File: config.mk
export PLATFORM = sky130hd
export DESIGN_NAME = pulp_rst_sequencer
export DESIGN_NICKNAME = d
export VERILOG_FILES = /design/src/rtl/pulp_rst_sequencer.sv
export SDC_FILE = /design/constraint.sdc
export NUM_CORES = 1
export LEC_CHECK = 0
export CORE_MARGIN = 2
export CORE_UTILIZATION = 47
export CTS_BUF_LIST = sky130_fd_sc_hd__clkbuf_16
export CTS_CLUSTER_DIAMETER = 80
export CTS_CLUSTER_SIZE = 28
export DETAILED_ROUTE_END_ITERATION = 12
export PLACE_DENSITY = 0.83
export SLEW_MARGIN = 25
export SYNTH_ARGS = -nofsm -noshare
export SYNTH_HDL_FRONTEND = slang
export SYNTH_SLANG_ARGS = --single-unit
File: constraint.sdc
create_clock -name ref_clk -period 1.5 [get_ports ref_clk]
set_input_delay 0.225 -clock ref_clk [delete_from_list [all_inputs] [get_ports ref_clk]]
set_output_delay 0.225 -clock ref_clk [all_outputs]
set_load 0.01 [all_outputs]
File: src/rtl/pulp_rst_sequencer.sv
// Board reset sequencer: synchronizes button/TRST/lock, debounces the button, then releases the
// off-chip peripheral reset and later the SoC reset. Optional lock timeout: PULP_RST_LOCK_TIMEOUT_EN.
module pulp_rst_sequencer #(
   parameter int unsigned DEBOUNCE_CYCLES     = 16,
   parameter int unsigned PERIPH_HOLD_CYCLES  = 64,
   parameter int unsigned CORE_DELAY_CYCLES   = 32,
   parameter int unsigned LOCK_TIMEOUT_CYCLES = 4096
) (
   input  logic       ref_clk,
   input  logic       reset,
   input  logic       pad_reset_i,
   input  logic       jtag_trst_n_i,
   input  logic       mmcm_locked_i,
   output logic       periph_reset_n_o,
   output logic       pulp_reset_n_o,
   output logic [2:0] state_o,
   output logic [1:0] rst_cause_o,
   output logic       lock_err_o
);

   typedef enum logic [2:0] {
      StHold     = 3'd0,
      StWaitLock = 3'd1,
      StPeriph   = 3'd2,
      StCore     = 3'd3,
      StRun      = 3'd4
   } state_e;

   localparam int unsigned MaxSeq = (PERIPH_HOLD_CYCLES > CORE_DELAY_CYCLES) ?
                                    PERIPH_HOLD_CYCLES : CORE_DELAY_CYCLES;
`ifdef PULP_RST_LOCK_TIMEOUT_EN
   localparam int unsigned MaxCnt = (MaxSeq > LOCK_TIMEOUT_CYCLES) ? MaxSeq : LOCK_TIMEOUT_CYCLES;
`else
   localparam int unsigned MaxCnt = MaxSeq;
`endif
   localparam int unsigned CntW = $clog2(MaxCnt + 1);
   localparam int unsigned DbW  = $clog2(DEBOUNCE_CYCLES + 1);

   // Zero-length phases would make the terminal-count compares underflow.
   if (DEBOUNCE_CYCLES < 1 || PERIPH_HOLD_CYCLES < 1 || CORE_DELAY_CYCLES < 1 ||
       LOCK_TIMEOUT_CYCLES < 1) begin : gen_param_check
      $error("pulp_rst_sequencer: all cycle parameters must be at least 1");
   end

   logic [1:0]      pad_sync_q, trst_sync_q, lock_sync_q;
   logic            btn_s, trst_n_s, lock_s;
   logic [DbW-1:0]  db_cnt_q, db_cnt_d;
   logic            btn_db_q, btn_db_d;
   state_e          state_q, state_d;
   logic [CntW-1:0] cnt_q, cnt_d;
   logic [1:0]      cause_q, cause_d;
   logic            periph_n_q, periph_n_d;
   logic            pulp_n_q, pulp_n_d;
   logic            req_base, req_lock;

   assign btn_s    = pad_sync_q[1];
   assign trst_n_s = trst_sync_q[1];
   assign lock_s   = lock_sync_q[1];

   always_ff @(posedge ref_clk) begin
      if (reset) begin
         pad_sync_q  <= '0;
         trst_sync_q <= '0;
         lock_sync_q <= '0;
         db_cnt_q    <= '0;
         btn_db_q    <= 1'b0;
         state_q     <= StHold;
         cnt_q       <= '0;
         cause_q     <= 2'b00;
         periph_n_q  <= 1'b0;
         pulp_n_q    <= 1'b0;
      end else begin
         pad_sync_q  <= {pad_sync_q[0], pad_reset_i};
         trst_sync_q <= {trst_sync_q[0], jtag_trst_n_i};
         lock_sync_q <= {lock_sync_q[0], mmcm_locked_i};
         db_cnt_q    <= db_cnt_d;
         btn_db_q    <= btn_db_d;
         state_q     <= state_d;
         cnt_q       <= cnt_d;
         cause_q     <= cause_d;
         periph_n_q  <= periph_n_d;
         pulp_n_q    <= pulp_n_d;
      end
   end

   // Count consecutive cycles the synced button disagrees with the debounced value.
   always_comb begin
      db_cnt_d = '0;
      btn_db_d = btn_db_q;
      if (btn_s != btn_db_q) begin
         if (db_cnt_q == DbW'(DEBOUNCE_CYCLES - 1)) begin
            btn_db_d = btn_s;
         end else begin
            db_cnt_d = db_cnt_q + DbW'(1);
         end
      end
   end

`ifdef PULP_RST_LOCK_TIMEOUT_EN
   logic lock_err_q, lock_err_d;

   always_ff @(posedge ref_clk) begin
      if (reset) lock_err_q <= 1'b0;
      else       lock_err_q <= lock_err_d;
   end

   assign lock_err_o = lock_err_q;
`else
   assign lock_err_o = 1'b0;
`endif

   assign req_base = btn_db_q | ~trst_n_s;
   assign req_lock = ~lock_s;

   always_comb begin
      state_d = state_q;
      cnt_d   = '0;
      cause_d = cause_q;
`ifdef PULP_RST_LOCK_TIMEOUT_EN
      lock_err_d = lock_err_q;
`endif
      case (state_q)
         StHold: begin
            if (!btn_db_q && trst_n_s) state_d = StWaitLock;
         end
         StWaitLock: begin
            if (req_base) begin
               state_d = StHold;
            end else if (lock_s) begin
               state_d = StPeriph;
`ifdef PULP_RST_LOCK_TIMEOUT_EN
            end else if (cnt_q == CntW'(LOCK_TIMEOUT_CYCLES - 1)) begin
               state_d    = StHold;
               lock_err_d = 1'b1;
            end else begin
               cnt_d = cnt_q + CntW'(1);
`endif
            end
         end
         StPeriph: begin
            if (req_base || req_lock) begin
               state_d = StHold;
            end else if (cnt_q == CntW'(PERIPH_HOLD_CYCLES - 1)) begin
               state_d = StCore;
            end else begin
               cnt_d = cnt_q + CntW'(1);
            end
         end
         StCore: begin
            if (req_base || req_lock) begin
               state_d = StHold;
            end else if (cnt_q == CntW'(CORE_DELAY_CYCLES - 1)) begin
               state_d = StRun;
            end else begin
               cnt_d = cnt_q + CntW'(1);
            end
         end
         StRun: begin
            if (req_base || req_lock) state_d = StHold;
         end
         default: state_d = StHold;
      endcase

      // Timeout in WAIT_LOCK falls through to the lock-loss code.
      if (state_q != StHold && state_d == StHold) begin
         if (!trst_n_s)     cause_d = 2'b10;
         else if (btn_db_q) cause_d = 2'b01;
         else               cause_d = 2'b11;
      end

      periph_n_d = (state_d == StCore) || (state_d == StRun);
      pulp_n_d   = (state_d == StRun);
   end

   assign periph_reset_n_o = periph_n_q;
   assign pulp_reset_n_o   = pulp_n_q;
   assign state_o          = state_q;
   assign rst_cause_o      = cause_q;

endmodule

==> impl_metrics.yaml <==
outcome:
  status: "finished clean"
drt:
  wl_per_cell_um: 12.2
  ant_nets: 0
  totalWireLength_um: 1900
  post_drt_via_cell_ratio: 5.16
  drc: 0
  first_iter_violations: 2
  vias: 805
  first_pass_iters: 3
finish:
  areaGrowthSynthToFinish_pct: 29.1
  layout.nets: 137
  antenna-diode-count: 0
  multi_input_area_um2: 528
  drive_gt1_share_pct: 21.9
  final_common_cell: "dfxtp_1"
  seqCellArea_um2: 528
  finalInstanceArea_um2: 1370
  final_cell_mix: "22 x dfxtp_1, 13 x nor2_1, 11 x clkdlybuf4s50_1, 7 x nand3_1, 7 x nor2b_1"
  n_fill_cell: 178
synth:
  seq_area_frac_synth_pct: 49.2
  synth_warnings: 0
  synth_cell_types: 34
  syn_nets: 119
  synth_area_um2: 1060
  ys_ff_latch: 26
  avgSynthCellArea_um2: 9.54
  synthCells: 111
place:
  portBuffers: 11
  hpwl_um: 1310
  placed_area_um2: 1210
  gp_congestion: 0.800
clock_network:
  clk_pin_slew_ns: 0.06
  clock_latency_ns: 0.26
  cts-buffers-inserted: 3
  htreeDepth: 1
  cts_max_path_buffers: 2
  ctsRootBufferMaster: "clkbuf_16"
  cts_sinks: 26
  cts_tree: "built"
job:
  cap_violations: 0
floorplanning:
  die_h_um: 51.5
  io_pins: 13
  die_area_um2: 2650
  row_count: 17
  core-area_um2: 2170
  die_w_um: 51.5
  initial_core_util_pct: 48.8
setup_path:
  crit_family: "buffers and inverters"
  path_max_fanout: 8
  arrival_ns: 1.22
  crit_slowest_cell: "clkdlybuf4s50_1"
  worstPathRequired_ns: 1.27
  crit_type: "reg -> out"
  reg2reg_depth: 5
  max_stage_delay_ns: 0.56
  worst_setup_path_start_kind: "flip-flop"
  path_buf_inv: 1
  path_cells: "clkdlybuf4s50_1"
  crit_path_end_kind: "output port"
  cp_num_cells: 1
power_and_ir_drop:
  ir_drop_v: 0.00107
  p_per_area_nw_per_um2: 1110
  p_leak_nw: 0.494
timing:
  whs_ns: 0.441
  fin_crit_sh_pct: 96.1
  final_max_slew_viol_count: 0
  skew_ns: 0.00225
  rsz0062_at_grt: "no"
  min_period_ns: 1.44
  fmax_mhz: 694
  hold_violations: 0
  setup-violations-final: 0
global_routing:
  grt_usage_pct: 16.5
  grt_max_degree: 16
  antenna_found_initial: 0
  gr-total-overflow: 0
  grt_pass1_wl_um: 3170
  grt_pass1_vias: 759
min_path:
  whs_path_depth: 1
  hp-class: "reg -> reg"
## kinds of logic (layout without fill, tap and decap cells)
logic type      Yosys count  after routing  synth area share (%)
flops                    26             26                  49.2
fa+ha+maj                 3              3                  3.55
mux                       4              4                  3.78
xor+xnor                  7              7                  5.79
buf+inv                   8             25                  3.90
simple gates             50             50                  25.9
other cells               1              1                 0.354
compound gates           12             12                  7.57
## metrics by stage
step / std cells / power (mW) / setup WS, ns / TNS, ns / util, %
3_5_place_dp: 151 / 0.763 / -0.0587 / -0.282 / 56.0
6_report: 156 / 1.51 / 0.0583 / 0 / 63.0
2_1_floorplan: 111 / 0.745 / 0.0333 / 0 / -
5_1_grt: 156 / 1.55 / 0.0152 / 0 / 63.0
3_3_place_gp: 151 / 0.761 / 0.0261 / 0 / 56.0
4_1_cts: 155 / 1.52 / 0.0105 / 0 / 61.4
## synth_stat cells, drive strengths merged
master	instances	share of area (%)
a21oi	4	1.9
nand3b	1	0.71
ha	3	3.5
or3	2	1.2
a2111oi	1	0.95
and4	1	0.83
a31oi	1	0.59
or3b	1	0.83
xor2	4	3.3
buf	2	1.8
and3	2	1.2
o32ai	2	1.7
mux2i	4	3.8
nor2b	7	4.1
clkbuf	2	0.71
nor3	3	1.9
o311ai	1	0.83
dfxtp	26	49
and2b	1	0.71
inv	4	1.4
a21o	1	0.71
nor2	16	5.7
conb	1	0.35
xnor2	3	2.5
nand3	8	4.3
nand2	5	2.0
o21ai	2	0.95
nor3b	2	1.9
nand4	1	0.59
## where the power goes
group | internal (mW) | switching [mW] | total (mW) | leakage (nW)
combinational | 0.0257 | 0.0182 | 0.0440 | 0.230
sequential | 0.699 | 0.00676 | 0.705 | 0.213
clock | 0.531 | 0.233 | 0.764 | 0.0511
total | 1.25 | 0.258 | 1.51 | 0.494
## state kept, by name, summed over array words and instances (netlist names)
name / cells
rst_cause_o: 2
btn_db_q: 1
cnt_q: 7
pad_sync_q: 2
state_o: 3
periph_reset_n_o: 1
trst_sync_q: 2
pulp_reset_n_o: 1
db_cnt_q: 5
lock_sync_q: 2
## per-layer routing
layer	vias up	routed length (µm)	GRT usage (%)
met3	7	68	5.56
li1	409	-	-
met1	376	724	16.9
met2	13	1060	30.1
met5	-	0	0
met4	0	47	6.58
## worst paths after layout
path,slack [ns],startpoint,end
worst min register to register,0.44,lock_sync_q[0],lock_sync_q[1]
worst max register to register,0.08,db_cnt_q[0],db_cnt_q[2]
worst max-delay path,0.06,state_o[2],state_o[2]
worst min-delay path,0.44,lock_sync_q[0],lock_sync_q[1]
## final cells by class
class / instances / share of cell area (%)
tap: 28 / 2.56
sequential: 26 / 38.6
timing repair buffer: 17 / 11.4
clock buffer: 3 / 5.49
clock inverter: 1 / 2.20
multi-input combinational: 77 / 38.6
inverter: 4 / 1.10
## what timing repair did
action                     4_1_cts  5_1_grt
hold buffers                     0        0
buffers inserted                 0        1
gates resized for setup          5       11
setup endpoints to repair        8        8
pin swaps                        0        1
Power figures use the tool's default switching activity.
